===== config.mk =====
export PLATFORM = sky130hd
export DESIGN_NAME = id_ex_pipe_reg_flat
export DESIGN_NICKNAME = d
export VERILOG_FILES = /design/src/rtl/id_ex_pipe_reg_pkg.sv /design/src/rtl/id_ex_pipe_reg_if.sv /design/src/rtl/id_ex_pipe_reg_src_lane_reg.sv /design/src/rtl/id_ex_pipe_reg.sv /design/src/flat_wrapper.sv
export SDC_FILE = /design/constraint.sdc
export NUM_CORES = 1
export LEC_CHECK = 0
export CORE_MARGIN = 2
export CORE_UTILIZATION = 38
export DETAILED_ROUTE_END_ITERATION = 16
export GPL_TIMING_DRIVEN = 0
export PLACE_DENSITY = 0.82
export SLEW_MARGIN = 20
export SYNTH_ARGS = -nofsm -noshare
export SYNTH_HDL_FRONTEND = slang
export SYNTH_SLANG_ARGS = --single-unit

===== constraint.sdc =====
create_clock -name clk -period 2.6 [get_ports clk]
set_clock_uncertainty 0.2 [all_clocks]
set_input_delay 0.39 -clock clk [delete_from_list [all_inputs] [get_ports clk]]
set_output_delay 0.39 -clock clk [all_outputs]
set_load 0.1 [all_outputs]

===== src/rtl/id_ex_pipe_reg_pkg.sv =====
// Shared ID/EX pipeline definitions: control-bundle layout, width defaults,
// flush-priority encoding and the per-cycle stage action decode.
package id_ex_pipe_reg_pkg;

  localparam int DATA_W_DEF  = 16;
  localparam int ADDR_W_DEF  = 4;
  localparam int NUM_SRC_DEF = 2;
  localparam int CNT_W_DEF   = 4;

  // Control bundle layout, LSB first: we, mem_we, mem_re, hlt, func, imm.
  localparam int CTRL_WE_BIT     = 0;
  localparam int CTRL_MEM_WE_BIT = CTRL_WE_BIT + 1;
  localparam int CTRL_MEM_RE_BIT = CTRL_MEM_WE_BIT + 1;
  localparam int CTRL_HLT_BIT    = CTRL_MEM_RE_BIT + 1;
  localparam int CTRL_FUNC_LSB   = CTRL_HLT_BIT + 1;
  localparam int CTRL_FUNC_W     = 4;
  localparam int CTRL_IMM_LSB    = CTRL_FUNC_LSB + CTRL_FUNC_W;
  localparam int CTRL_IMM_W      = 16;
  localparam int CTRL_W_DEF      = CTRL_IMM_LSB + CTRL_IMM_W;

  localparam logic FLUSH_PRI_STALL = 1'b0;
  localparam logic FLUSH_PRI_FLUSH = 1'b1;

  typedef enum logic [1:0] {
    MODE_LOAD   = 2'd0,
    MODE_HOLD   = 2'd1,
    MODE_BUBBLE = 2'd2
  } stage_mode_e;

  function automatic stage_mode_e decode_mode(input logic stall, input logic flush,
                                              input logic flush_pri);
    stage_mode_e mode;
    if (stall && flush) begin
      mode = (flush_pri == FLUSH_PRI_FLUSH) ? MODE_BUBBLE : MODE_HOLD;
    end else if (flush) begin
      mode = MODE_BUBBLE;
    end else if (stall) begin
      mode = MODE_HOLD;
    end else begin
      mode = MODE_LOAD;
    end
    return mode;
  endfunction

endpackage


===== src/rtl/id_ex_pipe_reg_if.sv =====
// Decode-to-execute stage bus: hazard controls, instruction fields, bypass
// bus and the registered stage contents.
interface id_ex_pipe_reg_if #(
  parameter int DATA_W  = 16,
  parameter int NUM_SRC = 2,
  parameter int CTRL_W  = 24,
  parameter int ADDR_W  = 4,
  parameter int CNT_W   = 4
);
  logic                      stall_in;
  logic                      flush_in;
  logic                      valid_in;
  logic [CTRL_W-1:0]         ctrl_in;
  logic [ADDR_W-1:0]         dst_addr_in;
  logic [NUM_SRC*ADDR_W-1:0] src_addr_in;
  logic [NUM_SRC*DATA_W-1:0] src_in;
  logic [NUM_SRC-1:0]        byp_req_in;
  logic                      byp_valid_in;
  logic [ADDR_W-1:0]         byp_addr_in;
  logic [DATA_W-1:0]         byp_data_in;
  logic                      valid_out;
  logic [CTRL_W-1:0]         ctrl_out;
  logic [ADDR_W-1:0]         dst_addr_out;
  logic [NUM_SRC*DATA_W-1:0] src_out;
  logic [NUM_SRC-1:0]        src_pending_out;
  logic                      pending_any_out;
  logic [CNT_W-1:0]          stall_cnt_out;

  modport master (
    output stall_in, flush_in, valid_in, ctrl_in, dst_addr_in, src_addr_in, src_in,
           byp_req_in, byp_valid_in, byp_addr_in, byp_data_in,
    input  valid_out, ctrl_out, dst_addr_out, src_out, src_pending_out,
           pending_any_out, stall_cnt_out
  );

  modport slave (
    input  stall_in, flush_in, valid_in, ctrl_in, dst_addr_in, src_addr_in, src_in,
           byp_req_in, byp_valid_in, byp_addr_in, byp_data_in,
    output valid_out, ctrl_out, dst_addr_out, src_out, src_pending_out,
           pending_any_out, stall_cnt_out
  );
endinterface


===== src/rtl/id_ex_pipe_reg_src_lane_reg.sv =====
// One operand lane of the ID/EX register: data, source address and a pending
// bit that is resolved from the late-load bypass bus.
module src_lane_reg
  import id_ex_pipe_reg_pkg::*;
#(
  parameter int DATA_W = DATA_W_DEF,
  parameter int ADDR_W = ADDR_W_DEF
) (
  input  logic              clk,
  input  logic              rst,
  input  stage_mode_e       mode_in,
  input  logic              valid_in,
  input  logic              req_in,
  input  logic [ADDR_W-1:0] addr_in,
  input  logic [DATA_W-1:0] data_in,
  input  logic              byp_valid_in,
  input  logic [ADDR_W-1:0] byp_addr_in,
  input  logic [DATA_W-1:0] byp_data_in,
  output logic [DATA_W-1:0] data_out,
  output logic              pending_out
);
  logic [DATA_W-1:0] data_r;
  logic [ADDR_W-1:0] addr_r;
  logic              pend_r;

  // Lane state: load (with same-cycle bypass), hold (with late capture) or bubble.
  always_ff @(posedge clk or posedge rst) begin
    if (rst) begin
      data_r <= {DATA_W{1'b0}};
      addr_r <= {ADDR_W{1'b0}};
      pend_r <= 1'b0;
    end else begin
      case (mode_in)
        MODE_LOAD: begin
          addr_r <= addr_in;
          if (req_in && byp_valid_in && valid_in && (byp_addr_in == addr_in)) begin
            data_r <= byp_data_in;
            pend_r <= 1'b0;
          end else begin
            data_r <= data_in;
            pend_r <= req_in & valid_in;
          end
        end
        MODE_HOLD: begin
          if (pend_r && byp_valid_in && (byp_addr_in == addr_r)) begin
            data_r <= byp_data_in;
            pend_r <= 1'b0;
          end
        end
        default: begin
          data_r <= {DATA_W{1'b0}};
          addr_r <= {ADDR_W{1'b0}};
          pend_r <= 1'b0;
        end
      endcase
    end
  end

  assign data_out    = data_r;
  assign pending_out = pend_r;
endmodule


===== src/rtl/id_ex_pipe_reg.sv =====
// ID/EX pipeline register: valid/control/destination, NUM_SRC operand lanes
// with late-operand capture, and a saturating stall-cycle counter.
module id_ex_pipe_reg
  import id_ex_pipe_reg_pkg::*;
#(
  parameter int DATA_W    = DATA_W_DEF,
  parameter int NUM_SRC   = NUM_SRC_DEF,
  parameter int CTRL_W    = CTRL_W_DEF,
  parameter int ADDR_W    = ADDR_W_DEF,
  parameter int CNT_W     = CNT_W_DEF,
  parameter int FLUSH_PRI = 0
) (
  input logic                 clk,
  input logic                 rst,
  id_ex_pipe_reg_if.slave     bus
);
  localparam logic [CNT_W-1:0] CNT_MAX = {CNT_W{1'b1}};
  localparam logic FLUSH_PRI_L = (FLUSH_PRI != 0) ? FLUSH_PRI_FLUSH : FLUSH_PRI_STALL;

  stage_mode_e               mode_s;
  logic                      valid_r;
  logic [CTRL_W-1:0]         ctrl_r;
  logic [ADDR_W-1:0]         dst_r;
  logic [CNT_W-1:0]          cnt_r;
  logic [NUM_SRC*DATA_W-1:0] src_s;
  logic [NUM_SRC-1:0]        pend_s;

  assign mode_s = decode_mode(bus.stall_in, bus.flush_in, FLUSH_PRI_L);

  // Stage-wide fields and the stall counter.
  always_ff @(posedge clk or posedge rst) begin
    if (rst) begin
      valid_r <= 1'b0;
      ctrl_r  <= {CTRL_W{1'b0}};
      dst_r   <= {ADDR_W{1'b0}};
      cnt_r   <= {CNT_W{1'b0}};
    end else begin
      case (mode_s)
        MODE_LOAD: begin
          valid_r <= bus.valid_in;
          ctrl_r  <= bus.ctrl_in;
          dst_r   <= bus.dst_addr_in;
          cnt_r   <= {CNT_W{1'b0}};
        end
        MODE_HOLD: begin
          if (cnt_r != CNT_MAX) begin
            cnt_r <= cnt_r + {{(CNT_W-1){1'b0}}, 1'b1};
          end
        end
        default: begin
          valid_r <= 1'b0;
          ctrl_r  <= {CTRL_W{1'b0}};
          dst_r   <= {ADDR_W{1'b0}};
          cnt_r   <= {CNT_W{1'b0}};
        end
      endcase
    end
  end

  for (genvar k = 0; k < NUM_SRC; k++) begin : g_lane
    src_lane_reg #(
      .DATA_W (DATA_W),
      .ADDR_W (ADDR_W)
    ) u_lane (
      .clk          (clk),
      .rst          (rst),
      .mode_in      (mode_s),
      .valid_in     (bus.valid_in),
      .req_in       (bus.byp_req_in[k]),
      .addr_in      (bus.src_addr_in[k*ADDR_W +: ADDR_W]),
      .data_in      (bus.src_in[k*DATA_W +: DATA_W]),
      .byp_valid_in (bus.byp_valid_in),
      .byp_addr_in  (bus.byp_addr_in),
      .byp_data_in  (bus.byp_data_in),
      .data_out     (src_s[k*DATA_W +: DATA_W]),
      .pending_out  (pend_s[k])
    );
  end

  assign bus.valid_out       = valid_r;
  assign bus.ctrl_out        = ctrl_r;
  assign bus.dst_addr_out    = dst_r;
  assign bus.src_out         = src_s;
  assign bus.src_pending_out = pend_s;
  assign bus.pending_any_out = |pend_s;
  assign bus.stall_cnt_out   = cnt_r;
endmodule


===== src/flat_wrapper.sv =====
// flat-port wrapper written by rule: the top's interface ports become plain ports
module id_ex_pipe_reg_flat import id_ex_pipe_reg_pkg::*;
#(
  parameter int DATA_W    = DATA_W_DEF,
  parameter int NUM_SRC   = NUM_SRC_DEF,
  parameter int CTRL_W    = CTRL_W_DEF,
  parameter int ADDR_W    = ADDR_W_DEF,
  parameter int CNT_W     = CNT_W_DEF,
  parameter int FLUSH_PRI = 0
)
  (clk, rst, bus_stall_in, bus_flush_in, bus_valid_in, bus_ctrl_in, bus_dst_addr_in, bus_src_addr_in, bus_src_in, bus_byp_req_in, bus_byp_valid_in, bus_byp_addr_in, bus_byp_data_in, bus_valid_out, bus_ctrl_out, bus_dst_addr_out, bus_src_out, bus_src_pending_out, bus_pending_any_out, bus_stall_cnt_out);
  id_ex_pipe_reg_if #(.DATA_W(DATA_W), .NUM_SRC(NUM_SRC), .CTRL_W(CTRL_W), .ADDR_W(ADDR_W), .CNT_W(CNT_W)) bus_i ();
  input logic clk;
  input logic rst;
  input wire logic [$bits(bus_i.stall_in)-1:0] bus_stall_in;
  input wire logic [$bits(bus_i.flush_in)-1:0] bus_flush_in;
  input wire logic [$bits(bus_i.valid_in)-1:0] bus_valid_in;
  input wire logic [$bits(bus_i.ctrl_in)-1:0] bus_ctrl_in;
  input wire logic [$bits(bus_i.dst_addr_in)-1:0] bus_dst_addr_in;
  input wire logic [$bits(bus_i.src_addr_in)-1:0] bus_src_addr_in;
  input wire logic [$bits(bus_i.src_in)-1:0] bus_src_in;
  input wire logic [$bits(bus_i.byp_req_in)-1:0] bus_byp_req_in;
  input wire logic [$bits(bus_i.byp_valid_in)-1:0] bus_byp_valid_in;
  input wire logic [$bits(bus_i.byp_addr_in)-1:0] bus_byp_addr_in;
  input wire logic [$bits(bus_i.byp_data_in)-1:0] bus_byp_data_in;
  output wire logic [$bits(bus_i.valid_out)-1:0] bus_valid_out;
  output wire logic [$bits(bus_i.ctrl_out)-1:0] bus_ctrl_out;
  output wire logic [$bits(bus_i.dst_addr_out)-1:0] bus_dst_addr_out;
  output wire logic [$bits(bus_i.src_out)-1:0] bus_src_out;
  output wire logic [$bits(bus_i.src_pending_out)-1:0] bus_src_pending_out;
  output wire logic [$bits(bus_i.pending_any_out)-1:0] bus_pending_any_out;
  output wire logic [$bits(bus_i.stall_cnt_out)-1:0] bus_stall_cnt_out;
  assign bus_i.stall_in = bus_stall_in;
  assign bus_i.flush_in = bus_flush_in;
  assign bus_i.valid_in = bus_valid_in;
  assign bus_i.ctrl_in = bus_ctrl_in;
  assign bus_i.dst_addr_in = bus_dst_addr_in;
  assign bus_i.src_addr_in = bus_src_addr_in;
  assign bus_i.src_in = bus_src_in;
  assign bus_i.byp_req_in = bus_byp_req_in;
  assign bus_i.byp_valid_in = bus_byp_valid_in;
  assign bus_i.byp_addr_in = bus_byp_addr_in;
  assign bus_i.byp_data_in = bus_byp_data_in;
  assign bus_valid_out = bus_i.valid_out;
  assign bus_ctrl_out = bus_i.ctrl_out;
  assign bus_dst_addr_out = bus_i.dst_addr_out;
  assign bus_src_out = bus_i.src_out;
  assign bus_src_pending_out = bus_i.src_pending_out;
  assign bus_pending_any_out = bus_i.pending_any_out;
  assign bus_stall_cnt_out = bus_i.stall_cnt_out;
  id_ex_pipe_reg #(.DATA_W(DATA_W), .NUM_SRC(NUM_SRC), .CTRL_W(CTRL_W), .ADDR_W(ADDR_W), .CNT_W(CNT_W), .FLUSH_PRI(FLUSH_PRI)) u_core (.clk(clk), .rst(rst), .bus(bus_i));
endmodule

### After elaboration in Yosys (flattened, before gate mapping)

Cells that the tools add are included.

* register bits after elaboration: 75
* input port bits: 96
* word-level logic and storage cells: 57

* add/sub/neg operators: 1
* equality and inequality tests: 9
* multiplexer cells: 22
* bitwise logic cells: 2
* reductions and logical operators: 13

Operators by type and width (count)
* 16-bit two-way mux: 4
* 16-bit case mux with 2 select lines: 2
* 24-bit case mux with 2 select lines: 1
* 4-bit case mux with 2 select lines: 3
* 4-bit equality test: 4
* 1-bit logical AND: 11
* 4-bit two-way mux: 2
* 1-bit case mux with 2 select lines: 3
* 1-bit two-way mux: 5
* 4-bit by 1-bit adder with 4-bit output, second input constant: 1
* 2-bit two-way mux: 2
* 2-bit != test, second input constant: 2
* 4-bit != test, second input constant: 1
* 1-bit AND: 2
* 2-bit by 1-bit equality test with 1-bit output, second input constant: 1
* 2-bit zero test: 1
* 2-bit by 1-bit != test with 1-bit output, second input constant: 1
* 2-bit OR reduction: 1

### Logic depth before layout (Yosys ltp)

Gate-level depths: netlist of the first run.

* depth in word-level cells: 5
* mapped depth: 8

### By module

From an unflattened synthesis of the first run, not the netlist that was laid out.

* cell total of the unflattened synthesis: 303
* area total of the unflattened synthesis: 3751.1 um^2

By module, submodules not included
* src_lane_reg: instances 2, cells an instance 107, area an instance 1231.2 um^2, sequential area each 525.5 um^2
* id_ex_pipe_reg: instances 1, cells an instance 89, area an instance 1288.7 um^2, sequential area each 825.8 um^2

### Least setup slack after synthesis of the first run

Ideal clock, no wire load.

* kind: reg2reg
* from: register u_core.cnt_r[0], in the netlist u_core.bus.stall_cnt_out[0]
* to: register u_core.cnt_r[1], in the netlist u_core.bus.stall_cnt_out[1]
* setup time: 0.132 ns
* arrival: 1.643 ns
* slack: 0.625 ns
* stages on the path, launching flop included: 5
* clock period less this slack: 1.975 ns
* path through: dfrtp_1 -> ha_1 -> nand3_1 -> mux2i_1 -> nor2_1

* cells in the longest elaborated chain, start to end: 3
* elaborated cells between the ends (all ways): 5
* those cells by class: 1 x add/sub; 2 x eq/ne; 2 x mux

RTL lines
* start, declared: RTL line id_ex_pipe_reg.sv:24 `logic [CNT_W-1:0] cnt_r;`
* start signal, assigned: RTL line id_ex_pipe_reg.sv:36 `cnt_r <= {CNT_W{1'b0}};`
* start signal, assigned: RTL line id_ex_pipe_reg.sv:43 `cnt_r <= {CNT_W{1'b0}};`
* start signal, assigned: RTL line id_ex_pipe_reg.sv:47 `cnt_r <= cnt_r + {{(CNT_W-1){1'b0}}, 1'b1};`
* 4-bit by 1-bit adder with 4-bit output: RTL line id_ex_pipe_reg.sv:47
* 4-bit two-way mux: RTL line id_ex_pipe_reg.sv:46 `if (cnt_r != CNT_MAX) begin`
* 4-bit two-way mux: RTL line id_ex_pipe_reg.sv:38 `case (mode_s)`

Parallel ways exist; a longest one is shown, timed or not. The select of a mux whose other input is x is not followed.
A chain may end at the register's enable or synchronous reset.

### Final worst setup path of the first run

* from: register u_core.cnt_r[0], in the netlist u_core.bus.stall_cnt_out[0]
* to: output bus_stall_cnt_out[0]

RTL lines
* end, declared: RTL line flat_wrapper.sv:32 `output wire logic [$bits(bus_i.stall_cnt_out)-1:0] bus_stall_cnt_out;`

No word-level cell between the ends.

==> metrics.txt, run 1 <==
Residual DRC=0; area share of fa/ha/maj cells after synthesis=0.00351; r2r setup slk=just over 400 ps; layout cells sized above 1=0.0660; top cell type's share of synthesized area=0.526; WL met2=between 5 and 6 mm; achievable frequency=a little under 0.4 GHz; Layout Utilization=0.608; Avg Cell Area, Syn=around 11 sq um; Yosys top cell by area=dfrtp_1; Simple-Gate Fraction of Synth Area=0.0845; Detailed Route Iter0 Violations=195; # clock sinks=75; post-route insts no fill=~610; delay of the slowest critical-path stage=~1200 ps; Starting Density=0.390; startpoint types=register; yosys synthesis warning count=0; Relative slew margins=0.316; Synth Cell Area=0.00357 sq mm; asr flop ratio synth=1.00; # hold bufs at CTS=0; post-synthesis sequential area ratio=0.526; PnR Total Power=3490 uW; CP delay by family, top=buffers and inverters; number of port buffers=between 150 and 200; Buf/Inv on CP=1; status=completed; first-pass GRT wire length=17.3 mm; net count after synthesis=between 400 and 500; Fill cells=roughly 760; synth cell count leaders=dfrtp_1 (75), a22o_1 (36), mux2i_1 (33), nand3_1 (20); vias per cell=~5.4; grt total ovfl=0; largest cells by area after synthesis=dfrtp_1 (53%), mux2i_1 (9.3%), a22o_1 (8.8%), a32oi_1 (3.9%), nand3_1 (2.8%); fin crit period=2520 ps; Leakage=about 0.0026 uW; max-slew violation count=0; CP Capture Type=output pin; hpwl dp=approximately 8.4 mm; RR Startpoint=u_core.g_lane[0].u_lane.addr_r[3]; largest net degree at the start of global routing=44; Seq cells post-synth=between 70 and 80; # rows=35; Main synth FF type=dfrtp_1; clock-pin slew on the worst setup and hold paths=about 80 ps; met1 wire length=between 4 and 5 mm; highest metal used=met4; postcts setup bufs=0; width of the die=101 um; core area=around 0.0092 sq mm; CTS Root Cell=clkbuf_8; crit path max fanout=4; largest family of logic cells by synthesized area=compound AO/OA/AOI/OAI gates; worst setup path start=u_core.bus.stall_cnt_out[0]; wirelength, routed=11.1 mm; Syn Inst Count=322; wire per inst=between 15 and 20 um; Final nets=593; Setup Viol. Count Final=0; CTS tree=yes; post-synthesis compound-gate area fraction=0.186; Worst-Skew Late Latency=330 ps; via count=3324; drt pass-1 iters=5; Critical Path, Cell by Cell=clkdlybuf4s50_1; # diodes=0; post-synthesis mux area share=0.0926; CTS H-tree depth=3; arrival time at the worst endpoint=approximately 1900 ps; Area Overhead vs Synth=55.9%; Routed Antenna Nets=0; cell total after placement=596; vias in the first global route=3461; Synth Area in XOR/XNOR=0.0417; RSZ-0062 raised after global routing=false; most common cell in the netlist=dfrtp_1; initial antenna violation count=0; GPL Wtd Cong=between 0.8 and 0.9; CTS max path bufs=2; synth unique cells=32; R2R cell count=7; met3 WL=~850 um; maximum vdd ir drop=a little under 0.4 mV; P per Cell Area=between 600 and 700 mW/mm^2; Die Ht=a little over 100 um; stages on the worst setup path=1; crit path kind=register to output pin; Max-cap violations=0; final hold violation count=0; Total GRT Usage=0.220; reg2reg end=u_core.g_lane[0].u_lane.data_out[6]; CTS Buf Count=9; die area=0.0102 sq mm; Slowest-stage cell, CP=clkdlybuf4s50_1; Final Cycle Share=0.968; Worst-Margin Slew=slightly above 1000 ps; number of synthesized flops with an enable pin=0; Critical Path RT=2010 ps; Worst Hold Class=input pin to asynchronous set/reset pin; I/O pin count=~160
-- per-stage QoR --
step | worst slack (ps) | area (sq um) | TNS, ps | hold slack (ps)
floorplan | 100 | 3570 | 0 | 269
global placement | -1100 | 5330 | -83160 | 292
detailed placement | -145 | 5350 | -1460 | 297
CTS | 10.3 | 5560 | 0 | 214
global route | 6.51 | 5560 | 0 | 228
finish | 82.8 | 5560 | 0 | 209
-- final cells by class --
cell class	instances	area [sq um]	share of cell area
sequential	75	1880	0.338
tap	111	139	0.0250
inverter	20	77.6	0.0140
buffer	28	158	0.0284
multi-input combinational	199	1460	0.262
timing repair buffer	163	1650	0.296
clock buffer	10	128	0.0230
clock inverter	5	78.8	0.0142
-- worst max path at each step --
stage,to
floorplan,u_core.bus.ctrl_out[0]
global placement,u_core.g_lane[1].u_lane.data_out[9]
detailed placement,u_core.g_lane[0].u_lane.data_out[0]
CTS,bus_src_pending_out[1]
global route,bus_stall_cnt_out[0]
finish,bus_stall_cnt_out[0]
-- logic make-up after synthesis --
kind of cell,Yosys count
DFF,75
AOI/OAI and AO/OA,89
and+or+nand+nor,59
xor gates and xnor gates,17
buffers and inverters,48
adders and majority gates,1
muxes,33
-- layer usage --
layer | global-route usage | up-vias
met5 | 0 | -
met4 | 0.0977 | 0
met3 | 0.0541 | 25
met1 | 0.265 | 1612
li1 | - | 1529
met2 | 0.371 | 158
-- power breakdown --
part,internal [uW],switching [uW],leakage [uW],total [uW]
clock,535,417,0.000106,951
combinational,371,852,0.00150,1220
sequential,1260,60.2,0.000965,1320
total,2160,1330,0.00257,3490
-- repair_timing --
action                     in CTS  in global routing
resized for setup               1                  2
hold endpoints to repair        0                  0
setup endpoints to repair       1                  2
gates cloned                    0                  0
-- layout by cell type, fill, tap and decap left out, types with 2 or more instances in the layout --
master           instances
a22o_1                  36
a32oi_1                 16
buf_1                    4
buf_12                   2
buf_2                    4
buf_4                    4
buf_6                    2
bufinv_16                2
clkbuf_1                13
clkbuf_8                 9
clkdlybuf4s50_1        159
clkinv_2                 2
dfrtp_1                 75
dlymetal6s2s_1           2
inv_1                   18
mux2i_1                 33
nand2_1                 19
nand2b_1                 2
nand3_1                 20
nand4_1                  5
nor2_1                   2
nor3_1                   3
o21ai_0                 19
o22ai_1                 16
or2_2                    3
xnor2_1                  8
xor2_1                   9
-- registers in the layout (all words and copies together), names as in the netlist --
signal,flops
u_core.bus.stall_cnt_out,4
u_core.g_lane.u_lane.pending_out,2
u_core.g_lane.u_lane.data_out,32
u_core.bus.ctrl_out,24
u_core.g_lane.u_lane.addr_r,8
u_core.bus.valid_out,1
u_core.bus.dst_addr_out,4
Power figures use the tool's default switching activity.
==> inputs of run 2 (changes only) <==
CTS_BUF_LIST = sky130_fd_sc_hd__clkbuf_16   (was default)
==> run 2 against run 1 <==
  * Worst setup slack worse by 48 ps
  * Sequential share of layout area fell by 0.57 points
  * Non-clock buffer count unchanged
  * Sequential cell count stayed put
  * Die area is the same
  * Maximum frequency decreased by 1.9%
  * Clock power rose by 35%
  * Utilization increased by 1.1 points
  * Worst hold slack gained 14 ps
==> metrics.txt, run 2 (synthesis gave the netlist of run 1 again) <==
met2 Use GR=0.374 (was 0.371); CTS H-tree depth=3 (unchanged); maximum vdd ir drop=0.412 mV (was 0.388 mV); P per Cell Area=676 mW/mm^2 (was 628 mW/mm^2); fin crit period=2570 ps (was 2520 ps); PostCTS Resize Cnt=1 (unchanged); GRT busiest layer=met2 (unchanged); achievable frequency=0.390 GHz (was 0.397 GHz); max-slew violation count=0 (unchanged); Residual DRC=0 (unchanged); # rows=35 (unchanged); postcts setup bufs=0 (unchanged); final hold violation count=0 (unchanged); Die Ht=101 um (unchanged); GPL Wtd Cong=0.861 (unchanged); I/O pin count=164 (unchanged); met1 usage=0.263 (was 0.265); Worst-Margin Slew=1030 ps (was 1020 ps); via count=3304 (was 3324); Sequential Power Share=0.345 (was 0.377); crit path kind=register to output pin (unchanged); # diodes=0 (unchanged); vias in the first global route=3478 (was 3461); initial antenna violation count=0 (unchanged); crit path max fanout=4 (unchanged); Critical Path RT=2010 ps (about the same); arrival time at the worst endpoint=1980 ps (was 1930 ps); core area=0.00915 sq mm (unchanged); Detailed Route Iter0 Violations=211 (was 195); Power Internal=2460 uW (was 2160 uW); first-pass GRT wire length=17.3 mm (unchanged); grt total ovfl=0 (unchanged); switching share of power=0.357 (was 0.381); wire per inst=18.1 um (was 18.2 um); Max-cap violations=0 (unchanged); drt pass-1 iters=6 (was 5); status=completed (unchanged); M3 GR Usage=0.0527 (was 0.0541); setup slack after layout=34.9 ps (was 82.8 ps); Layout Utilization=0.618 (was 0.608); CTS Buf Count=9 (unchanged); width of the die=101 um (unchanged); Starting Density=0.390 (unchanged); vias per cell=5.41 (was 5.44); # hold bufs at CTS=0 (unchanged); Setup Viol. Count Final=0 (unchanged); most frequent cells in the layout=clkdlybuf4s50_1 (161), dfrtp_1 (75), a22o_1 (36), mux2i_1 (33), nand3_1 (20) (was clkdlybuf4s50_1 (159), dfrtp_1 (75), a22o_1 (36), mux2i_1 (33), nand3_1 (20)); pre-CTS WS=-145 ps (unchanged); hpwl dp=8.39 mm (unchanged); CTS Root Cell=clkbuf_16 (was clkbuf_8); Routed Antenna Nets=0 (unchanged); die area=0.0102 sq mm (unchanged); clock-pin slew on the worst setup and hold paths=60 ps (was 80 ps); CTS max path bufs=2 (unchanged); RSZ-0062 raised after global routing=false (unchanged); Worst Hold Class=input pin to asynchronous set/reset pin (unchanged); CP Capture Type=output pin (unchanged); NetSw=1360 uW (was 1330 uW); minimum hold slack=223 ps (was 209 ps); Leakage=0.00259 uW (was 0.00257 uW); Worst-Skew Late Latency=320 ps (was 330 ps); wirelength, routed=11.1 mm (about the same); clock power share=0.335 (was 0.272); max reg flops=32 (unchanged); Relative slew margins=0.314 (was 0.316); startpoint types=register (unchanged); Total GRT Usage=0.219 (was 0.220); largest net degree at the start of global routing=44 (unchanged); Final Cycle Share=0.987 (was 0.968); most common cell after layout, fill and taps aside=clkdlybuf4s50_1 (unchanged); number of port buffers=162 (unchanged); Design Area, Final=0.00566 sq mm (was 0.00556 sq mm); Area Overhead vs Synth=58.6% (was 55.9%); PnR Total Power=3820 uW (was 3490 uW); CTS tree=yes (unchanged); Logic pwr share=0.320 (was 0.350); # clock sinks=75 (unchanged); Placement Cell Area=0.00535 sq mm (unchanged); layout cells sized above 1=0.0660 (unchanged); Final nets=593 (unchanged)
==> run 2: through the flow <==
| step | cells | TNS (ps) |
|---|---|---|
| 2_1_floorplan | 322 | 0 |
| 3_3_place_gp | 595 | -83160 |
| 3_5_place_dp | 596 | -1460 |
| 4_1_cts | 611 | 0 |
| 5_1_grt | 611 | 0 |
| 6_report | 611 | 0 |
==> run 2: layer usage <==
metal	routed length, um	vias up
li1	-	1530
met1	4470	1592
met2	5450	158
met3	861	24
met4	282	0
met5	0	-
==> run 2: worst max-delay path, cell delays in order (launching register included) <==
cell	delay, ps
dfrtp_1	410
buf_4	130
clkdlybuf4s50_1	1120
==> run 2: cell type report <==
type,instances,area [sq um]
Clock buffer,9,225
Tap cell,111,139
Fill cell,745,3500
Clock inverter,6,82.6
Inverter,20,77.6
Multi-Input combinational cell,199,1460
Buffer,28,158
Timing Repair Buffer,163,1640
Sequential cell,75,1880
==> run 2: path summary, 6_finish.rpt <==
| kind | from | slack, ps | cells past startpoint | endpoint |
|---|---|---|---|---|
| setup / recovery | u_core.g_lane[0].u_lane.pending_out | 30 | 2 | bus_src_pending_out[0] |
| hold / removal | rst | 220 | 2 | u_core.bus.ctrl_out[4] |
| setup reg to reg | u_core.g_lane[0].u_lane.addr_r[3] | 440 | 7 | u_core.g_lane[0].u_lane.data_out[6] |
| hold reg to reg | u_core.g_lane[0].u_lane.data_out[15] | 310 | 2 | u_core.g_lane[0].u_lane.data_out[15] |
| max in group asynchronous | rst | 1390 | 3 | u_core.g_lane[1].u_lane.data_out[11] |
| min in group clk | u_core.g_lane[0].u_lane.data_out[15] | 310 | 2 | u_core.g_lane[0].u_lane.data_out[15] |
==> run 2: power by group through the flow <==
stage / clock network [uW] / logic, uW / registers [uW]
6_report: 1280 / 1220 / 1320
5_1_grt: 1370 / 1270 / 1330
4_1_cts: 1310 / 1230 / 1320
3_5_place_dp: 0 / 1230 / 1340
3_3_place_gp: 0 / 1210 / 1330
2_1_floorplan: 0 / 224 / 1920
==> inputs of run 3 (changes only) <==
GPL_TIMING_DRIVEN = default   (was 0)
==> run 3 against run 2 <==
  * Register-to-register slack improved by 190 ps
  * Sequential share of layout area increased by 1.5 points
  * Worst hold slack got worse by 13 ps
  * Die area unchanged
  * Sequential cell count unchanged
  * Via count decreased by 4.1%
  * Sequential power about the same
  * Non-clock buffer count decreased by 20
  * Critical path depth increased by 5
  * Clock power about the same
  * Final area decreased by 4.3%
  * Critical endpoint is now u_core.g_lane[0].u_lane.data_out[12]
  * Largest power group unchanged
==> metrics.txt, run 3 (synthesis gave the netlist of run 1 again) <==
wire per inst=17.3 um (was 18.1 um); first-pass GRT wire length=16.2 mm (was 17.3 mm); CTS Buf Count=9 (unchanged); Total GRT Usage=0.204 (was 0.219); maximum vdd ir drop=0.305 mV (was 0.412 mV); startpoint types=input pin (was register); Slowest-stage cell, CP=clkdlybuf4s50_1 (unchanged); Leakage=0.00265 uW (was 0.00259 uW); Setup Viol. Count Final=0 (unchanged); wirelength, routed=10.3 mm (was 11.1 mm); Final TNS setup=0 ps (unchanged); Worst Hold Class=input pin to asynchronous set/reset pin (unchanged); width of the die=101 um (unchanged); status=completed (unchanged); max-slew violation count=0 (unchanged); Design Area, Final=0.00541 sq mm (was 0.00566 sq mm); # rows=35 (unchanged); postcts setup bufs=0 (unchanged); Placement Cell Area=0.00509 sq mm (was 0.00535 sq mm); arrival time at the worst endpoint=2220 ps (was 1980 ps); PnR Total Power=3800 uW (was 3820 uW); RSZ-0062 raised after global routing=false (unchanged); crit path max fanout=12 (was 4); Final nets=573 (was 593); initial antenna violation count=0 (unchanged); drt pass-1 iters=4 (was 6); layout cells sized above 1=0.206 (was 0.0660); hpwl dp=7.59 mm (was 8.39 mm); vias per cell=5.35 (was 5.41); reg2reg end=u_core.g_lane[0].u_lane.data_out[12] (was u_core.g_lane[0].u_lane.data_out[6]); Worst-Margin Slew=547 ps (was 1030 ps); delay of the slowest critical-path stage=520 ps (was 1120 ps); CP Capture Type=register (was output pin); Starting Density=0.390 (unchanged); core area=0.00915 sq mm (unchanged); Final Cycle Share=0.842 (was 0.987); CTS Root Cell=clkbuf_16 (unchanged); worst setup path start=bus_byp_addr_in[3] (was u_core.g_lane[0].u_lane.pending_out); P per Cell Area=703 mW/mm^2 (was 676 mW/mm^2); # clock sinks=75 (unchanged); R2R cell count=6 (was 7); Critical Path RT=2630 ps (was 2010 ps); Area Overhead vs Synth=51.7% (was 58.6%); final hold violation count=0 (unchanged); Residual DRC=0 (unchanged); Detailed Route Iter0 Violations=140 (was 211); crit path to=u_core.g_lane[0].u_lane.data_out[12] (was bus_src_pending_out[0]); max reg flops=32 (unchanged); most frequent cells in the layout=clkdlybuf4s50_1 (94), buf_4 (75), dfrtp_1 (75), a22o_1 (36), mux2i_1 (33) (was clkdlybuf4s50_1 (161), dfrtp_1 (75), a22o_1 (36), mux2i_1 (33), nand3_1 (20)); r2r setup slk=630 ps (was 440 ps); crit path kind=input pin to register (was register to output pin); most common cell after layout, fill and taps aside=clkdlybuf4s50_1 (unchanged); CTS H-tree depth=3 (unchanged); largest net degree at the start of global routing=53 (was 44); Die Ht=101 um (unchanged); grt total ovfl=0 (unchanged); CTS tree=yes (unchanged); Relative slew margins=0.633 (was 0.314); PostCTS Resize Cnt=0 (was 1); achievable frequency=0.457 GHz (was 0.390 GHz); RR Startpoint=u_core.g_lane[0].u_lane.addr_r[3] (unchanged); die area=0.0102 sq mm (unchanged); Routed Antenna Nets=0 (unchanged); GPL Wtd Cong=0.933 (was 0.861); vias in the first global route=3360 (was 3478); CTS max path bufs=2 (unchanged); fin crit period=2190 ps (was 2570 ps); Critical Path, Cell by Cell=clkdlybuf4s50_1, xor2_1, nor3_1, nand4_1, and2_1, buf_4, a32oi_1 (was buf_4, clkdlybuf4s50_1); number of port buffers=163 (was 162); via count=3169 (was 3304); # hold bufs at CTS=0 (unchanged); clock-pin slew on the worst setup and hold paths=60 ps (about the same); I/O pin count=164 (unchanged); Max-cap violations=0 (unchanged); Worst-Skew Late Latency=320 ps (about the same); Fill cells=751 (was 745); # diodes=0 (unchanged)
==> run 3: cell types whose count changed in the layout (fill, tap and decap cells not counted), moves of 2 or more <==
cell,previous run,this run
buf_6,2,0
buf_2,4,1
clkbuf_1,12,0
buf_1,4,0
clkinvlp_4,0,2
buf_4,4,75
clkdlybuf4s50_1,161,94
==> run 3: metal layers <==
metal / track usage / wire (um) / vias up
met5: 0 / 0 / -
met4: 0.0821 / 191 / 0
met3: 0.0416 / 716 / 18
met2: 0.348 / 5050 / 158
met1: 0.253 / 4290 / 1500
li1: - / - / 1493
==> run 3: how the worst min path moves through the flow <==
stage                                          end  cells after the start  slack [ps]
5_1_grt        u_core.g_lane[0].u_lane.data_out[2]                      2         250
6_report       u_core.g_lane[0].u_lane.data_out[2]                      2         210
2_1_floorplan    u_core.g_lane[0].u_lane.addr_r[2]                      2         270
4_1_cts                     u_core.bus.ctrl_out[4]                      2         230
3_5_place_dp               u_core.bus.ctrl_out[15]                      1         300
3_3_place_gp               u_core.bus.ctrl_out[23]                      1         300
==> run 3: area by class of cell <==
| class | count | area (sq um) | area share |
|---|---|---|---|
| timing repair buffer | 171 | 1530 | 0.283 |
| multi-input combinational | 199 | 1470 | 0.272 |
| clock inverter | 7 | 92.6 | 0.0171 |
| clock buffer | 9 | 225 | 0.0416 |
| tap | 111 | 139 | 0.0257 |
| sequential | 75 | 1880 | 0.347 |
| inverter | 20 | 76.3 | 0.0141 |
==> run 3: metrics by stage <==
step | setup slack, ps | utilization | hold WS, ps | instances
final | 410 | 0.591 | 210 | 592
after global routing | 300 | 0.591 | 254 | 592
after CTS | 405 | 0.591 | 232 | 592
after detailed placement | 61.7 | 0.557 | 298 | 576
after global placement | 139 | 0.557 | 297 | 576
after floorplan | 100 | - | 269 | 322
==> run 3: report_power, final <==
group	switching, uW	internal [uW]
registers	62.9	1260
clock network	461	838
logic	843	338
==> run 3: critical path, delay by kind of cell <==
kind	cells	cell delay [ps]
AO/OA/AOI/OAI	1	140
XOR/XNOR	1	190
buffers and inverters	2	750
AND/OR/NAND/NOR	3	750
==> edit 1, RTL diff (config.mk and constraints of run 3) <==
`CTRL_IMM_W`: 16 -> 32.
--- a/src/rtl/id_ex_pipe_reg_pkg.sv
+++ b/src/rtl/id_ex_pipe_reg_pkg.sv
@@ -15,7 +15,7 @@
   localparam int CTRL_FUNC_LSB   = CTRL_HLT_BIT + 1;
   localparam int CTRL_FUNC_W     = 4;
   localparam int CTRL_IMM_LSB    = CTRL_FUNC_LSB + CTRL_FUNC_W;
-  localparam int CTRL_IMM_W      = 16;
+  localparam int CTRL_IMM_W      = 32;
   localparam int CTRL_W_DEF      = CTRL_IMM_LSB + CTRL_IMM_W;
 
   localparam logic FLUSH_PRI_STALL = 1'b0;
Interface: changed (resized bus_ctrl_in and bus_ctrl_out); port bits go from 164 to 196. No check against the original RTL was run, so the function may have changed too.
==> edit 1 against run 3 <==
Sequential power is 22% higher. Sequential cell count is 16 higher. Synthesized area is 14% higher. Worst hold slack better by 0.10 ns. Wire length is 23% higher. Power is 22% higher. Clock power is 14% higher. Worst setup slack worse by 0.29 ns. First-iteration DRC count is 81% higher. Cell area is 19% higher. Sequential share of layout area is 0.78 points higher. Largest cell class unchanged. Largest power group unchanged. Highest routed layer unchanged.
==> edit 1: results (changes against run 3) <==
* Status: completed (unchanged)
* Reg2reg end: u_core.g_lane[0].u_lane.data_out[13] (was u_core.g_lane[0].u_lane.data_out[12])
* Inst Count DP at 683 (was 576)
* Switch share at 37.2% (was 36.0%)
* Synth Area per Inst at 11.3 sq um (was 11.1 sq um)
* Arrival @ worst endpoint at 2.49 ns (was 2.22 ns)
* Post-Syn Nets at 474 (was 419)
* Logic pwr share at 33.4% (was 31.1%)
* Worst reg2reg setup slack at 0.73 ns (was 0.63 ns)
* NonClk Buf Share at 30.5% (was 28.3%)
* Critical R2R Launch: u_core.g_lane[0].u_lane.addr_r[0] (was u_core.g_lane[0].u_lane.addr_r[3])
* IO buf count at 195 (was 163)
* Slew HR at 61.2% (was 63.3%)
* Via count at 3854 (was 3169)
* Max incr delay on CP at 0.61 ns (was 0.52 ns)
* 1st-iter DRT viols at 254 (was 140)
* FILL cells at 865 (was 751)
* Gp weighted congestion at 0.806 (was 0.933)
* Sequential area share after synthesis at 55.9% (was 52.6%)
* Final WS setup at 0.120 ns (was 0.410 ns)
* Netlist cell types at 29 (was 32)
* Signal buffers at 218 (was 171)
* Top post-synthesis cells by area: dfrtp_1 56%, a22o_1 11%, a32o_1 4.7% (was dfrtp_1 53%, mux2i_1 9.3%, a22o_1 8.8%)
* Worst Setup SP: bus_byp_addr_in[0] (was bus_byp_addr_in[3])
* Clock buf/inv share at 5.28% (was 5.87%)
* Clk pwr at 1.48 mW (was 1.30 mW)
* Sequential share of cell area at 35.5% (was 34.7%)
* Non-clk invs at 6 (was 20)
* Non-filler cells, final at 698 (was 592)
* Hold WS at 0.312 ns (was 0.210 ns)
## edit 1: cell types whose count changed after synthesis, sizes merged, moves of 15 or more
cell | before | now
a22o | 36 | 51
mux2i | 33 | 9
o22a | 0 | 19
a32oi | 16 | 0
dfrtp | 75 | 91
a32o | 0 | 19
## edit 1: cells by family after synthesis
group / share of synthesized area [%]
muxes: 2.21
adders and majority gates: 0.307
xor gates and xnor gates: 3.66
AOI/OAI and AO/OA: 26.6
DFF: 55.9
buffers and inverters: 3.93
and+or+nand+nor: 7.31
## edit 1: layer usage
layer / wire length [um] / up-vias / share of wire [%] / track usage [%]
met4: 342 / 0 / 2.7 / 8.24
met5: 0 / - / 0 / 0
met3: 937 / 32 / 7.5 / 4.42
li1: - / 1766 / - / -
met2: 6060 / 172 / 48 / 35.0
met1: 5230 / 1884 / 42 / 28.4
## edit 1: timing repair
| action | 4_1_cts | 5_1_grt |
|---|---|---|
| setup endpoints to repair | 0 | 1 |
| setup buffers | 0 | 0 |
| resized for setup | 0 | 1 |
==> edit 2, RTL diff (settings of run 3) <==
Made on the original files. Reset style: synchronous (`rst`), changed in 2 clocked blocks.
--- a/src/rtl/id_ex_pipe_reg_src_lane_reg.sv
+++ b/src/rtl/id_ex_pipe_reg_src_lane_reg.sv
@@ -24,7 +24,7 @@
   logic              pend_r;
 
   // Lane state: load (with same-cycle bypass), hold (with late capture) or bubble.
-  always_ff @(posedge clk or posedge rst) begin
+  always_ff @(posedge clk) begin
     if (rst) begin
       data_r <= {DATA_W{1'b0}};
       addr_r <= {ADDR_W{1'b0}};
--- a/src/rtl/id_ex_pipe_reg.sv
+++ b/src/rtl/id_ex_pipe_reg.sv
@@ -28,7 +28,7 @@
   assign mode_s = decode_mode(bus.stall_in, bus.flush_in, FLUSH_PRI_L);
 
   // Stage-wide fields and the stall counter.
-  always_ff @(posedge clk or posedge rst) begin
+  always_ff @(posedge clk) begin
     if (rst) begin
       valid_r <= 1'b0;
       ctrl_r  <= {CTRL_W{1'b0}};
Function: differs if rst is asserted again (counterexample within 4 cycles, from zero or initial values and one cycle with rst high); with rst held inactive, the same outputs for 10 cycles.
==> edit 2 against run 3 <==
Cell area down 4.5%. Sequential cell count unchanged. Critical path type unchanged. Non-clock buffer count up 5. Core utilization up 0.99 points. Sequential share of layout area down 5.6 points. Largest power group unchanged. Critical endpoint is now u_core.g_lane[0].u_lane.data_out[14]. Power down 12%. Via count down 0.57%. Wire length down 3.8%. Die area down 6.6%. Worst setup slack worse by 0.088 ns. Clock power down 8%. Synthesized area down 6.9%.
==> edit 2: results (changes against run 3) <==
* Post-CTS Setup Inserts at 0 (unchanged)
* Cell Area, Placed at 0.00487 sq mm (was 0.00509 sq mm)
* First-pass iteration count of the detailed router at 4 (unchanged)
* P_leak at 2.15 nW (was 2.65 nW)
* Synth Flop Type: dfxtp_1 (was dfrtp_1)
* Grt met2 use at 34.9% (was 34.8%)
* Clock slew at the register clock pins of the worst setup and hold paths at 0.06 ns (about the same)
* Number of global-route vias before repair at 3269 (was 3360)
* M3 GR Usage at 4.82% (was 4.16%)
* Total GRT Usage at 20.7% (was 20.4%)
* Root Driver: clkbuf_16 (unchanged)
* CTS Buffer Depth at 2 (unchanged)
* Via count at 3151 (was 3169)
* Slew HR at 50.5% (was 63.3%)
* Slowest CP cell: clkdlybuf4s50_1 (unchanged)
* Largest net degree at the start of global routing at 38 (was 53)
* Sink Count at 75 (unchanged)
* H-tree depth at 3 (unchanged)
* Fraction of registers with async set/reset at 0% (was 100%)
* Sequential area share after synthesis at 45.2% (was 52.6%)
* Cts bufs inserted at 9 (unchanged)
* Crit-path max FO at 17 (was 12)
* Max reg flops at 32 (unchanged)
* Worst-Skew Late Latency at 0.33 ns
* Yosys warning count at 0 (unchanged)
* Routed len/inst at 17.1 um (was 17.3 um)
* 1st-iter DRT viols at 125 (was 140)
* Initial antenna violation count at 0 (unchanged)
* # diodes at 0 (unchanged)
* Post-synth top cells: 75 x dfxtp_1, 62 x a22o_1, 30 x o21ai_0 (was 75 x dfrtp_1, 36 x a22o_1, 33 x mux2i_1)
* Cells after synthesis at 306 (was 322)
* Dpl hpwl at 7170 um (was 7590 um)
* Max incr delay on CP at 0.52 ns (about the same)
* Crit path max-delay family: compound AO/OA/AOI/OAI gates (was buffers and inverters)
* Netlist cell types at 36 (was 32)
* Hold Path Class: flip-flop to flip-flop (was primary input to async pin)
* Met1 usage at 25.7% (was 25.3%)
* Arrival @ worst endpoint at 2.30 ns (was 2.22 ns)
* Top post-synthesis cells by area: dfxtp_1 45%, a22o_1 16%, o221a_1 8.5% (was dfrtp_1 53%, mux2i_1 9.3%, a22o_1 8.8%)
* Share of cells above drive strength 1 at 26.0% (was 20.6%)
* Setup WS pre-CTS at -0.0519 ns (was 0.0617 ns)
* Worst VDD drop at 0.329 mV (was 0.305 mV)
* Inst Count DP at 562 (was 576)
* Gp weighted congestion at 0.851 (was 0.933)
* Non-filler cells, final at 578 (was 592)
* IO buf count at 163 (unchanged)
* First-pass GRT wire length at 16100 um (was 16200 um)
* Status: completed (unchanged)
* Post-CTS Resized at 0 (unchanged)
* Post-Syn Nets at 403 (was 419)
-- edit 2: cell families (layout without fill, tap and decap cells) --
kind of cell    after synthesis  after routing  synth area share [%]
flops                        75             75                  45.2
compound gates              142            142                  38.2
xor+xnor                     17             17                  4.48
simple gates                 38             38                  5.84
buf+inv                      32            196                  5.58
mux                           1              1                 0.301
fa+ha+maj                     1              1                 0.377
-- edit 2: routing by layer --
| layer | vias to the layer above | part of all wire, % |
|---|---|---|
| met4 | 0 | 1.4 |
| met5 | - | 0 |
| li1 | 1524 | - |
| met3 | 10 | 6.1 |
| met1 | 1489 | 44 |
| met2 | 128 | 49 |
-- edit 2: cell type report --
class                      instances  area (sq um)
clock inverter                     7          66.3
fill                             721          3430
tap                              108           135
multi-input combinational        199          1640
timing repair buffer             176          1580
inverter                           4          15.0
sequential                        75          1500
clock buffer                       9           225
-- edit 2: path summary, 6_finish.rpt --
kind         cells past startpoint                              endpoint                              start  slack, ns
max                              6  u_core.g_lane[0].u_lane.data_out[14]                 bus_byp_addr_in[0]       0.32
max reg2reg                      5   u_core.g_lane[1].u_lane.data_out[4]  u_core.g_lane[1].u_lane.addr_r[0]       0.70
min                              1            u_core.bus.dst_addr_out[3]         u_core.bus.dst_addr_out[3]       0.28
min reg2reg                      1            u_core.bus.dst_addr_out[3]         u_core.bus.dst_addr_out[3]       0.28
-- edit 2: power breakdown --
group | total, mW | switching, mW | internal [mW]
clock network | 1.20 | 0.531 | 0.673
registers | 1.25 | 0.0376 | 1.21
logic | 0.906 | 0.595 | 0.311
total | 3.36 | 1.16 | 2.19
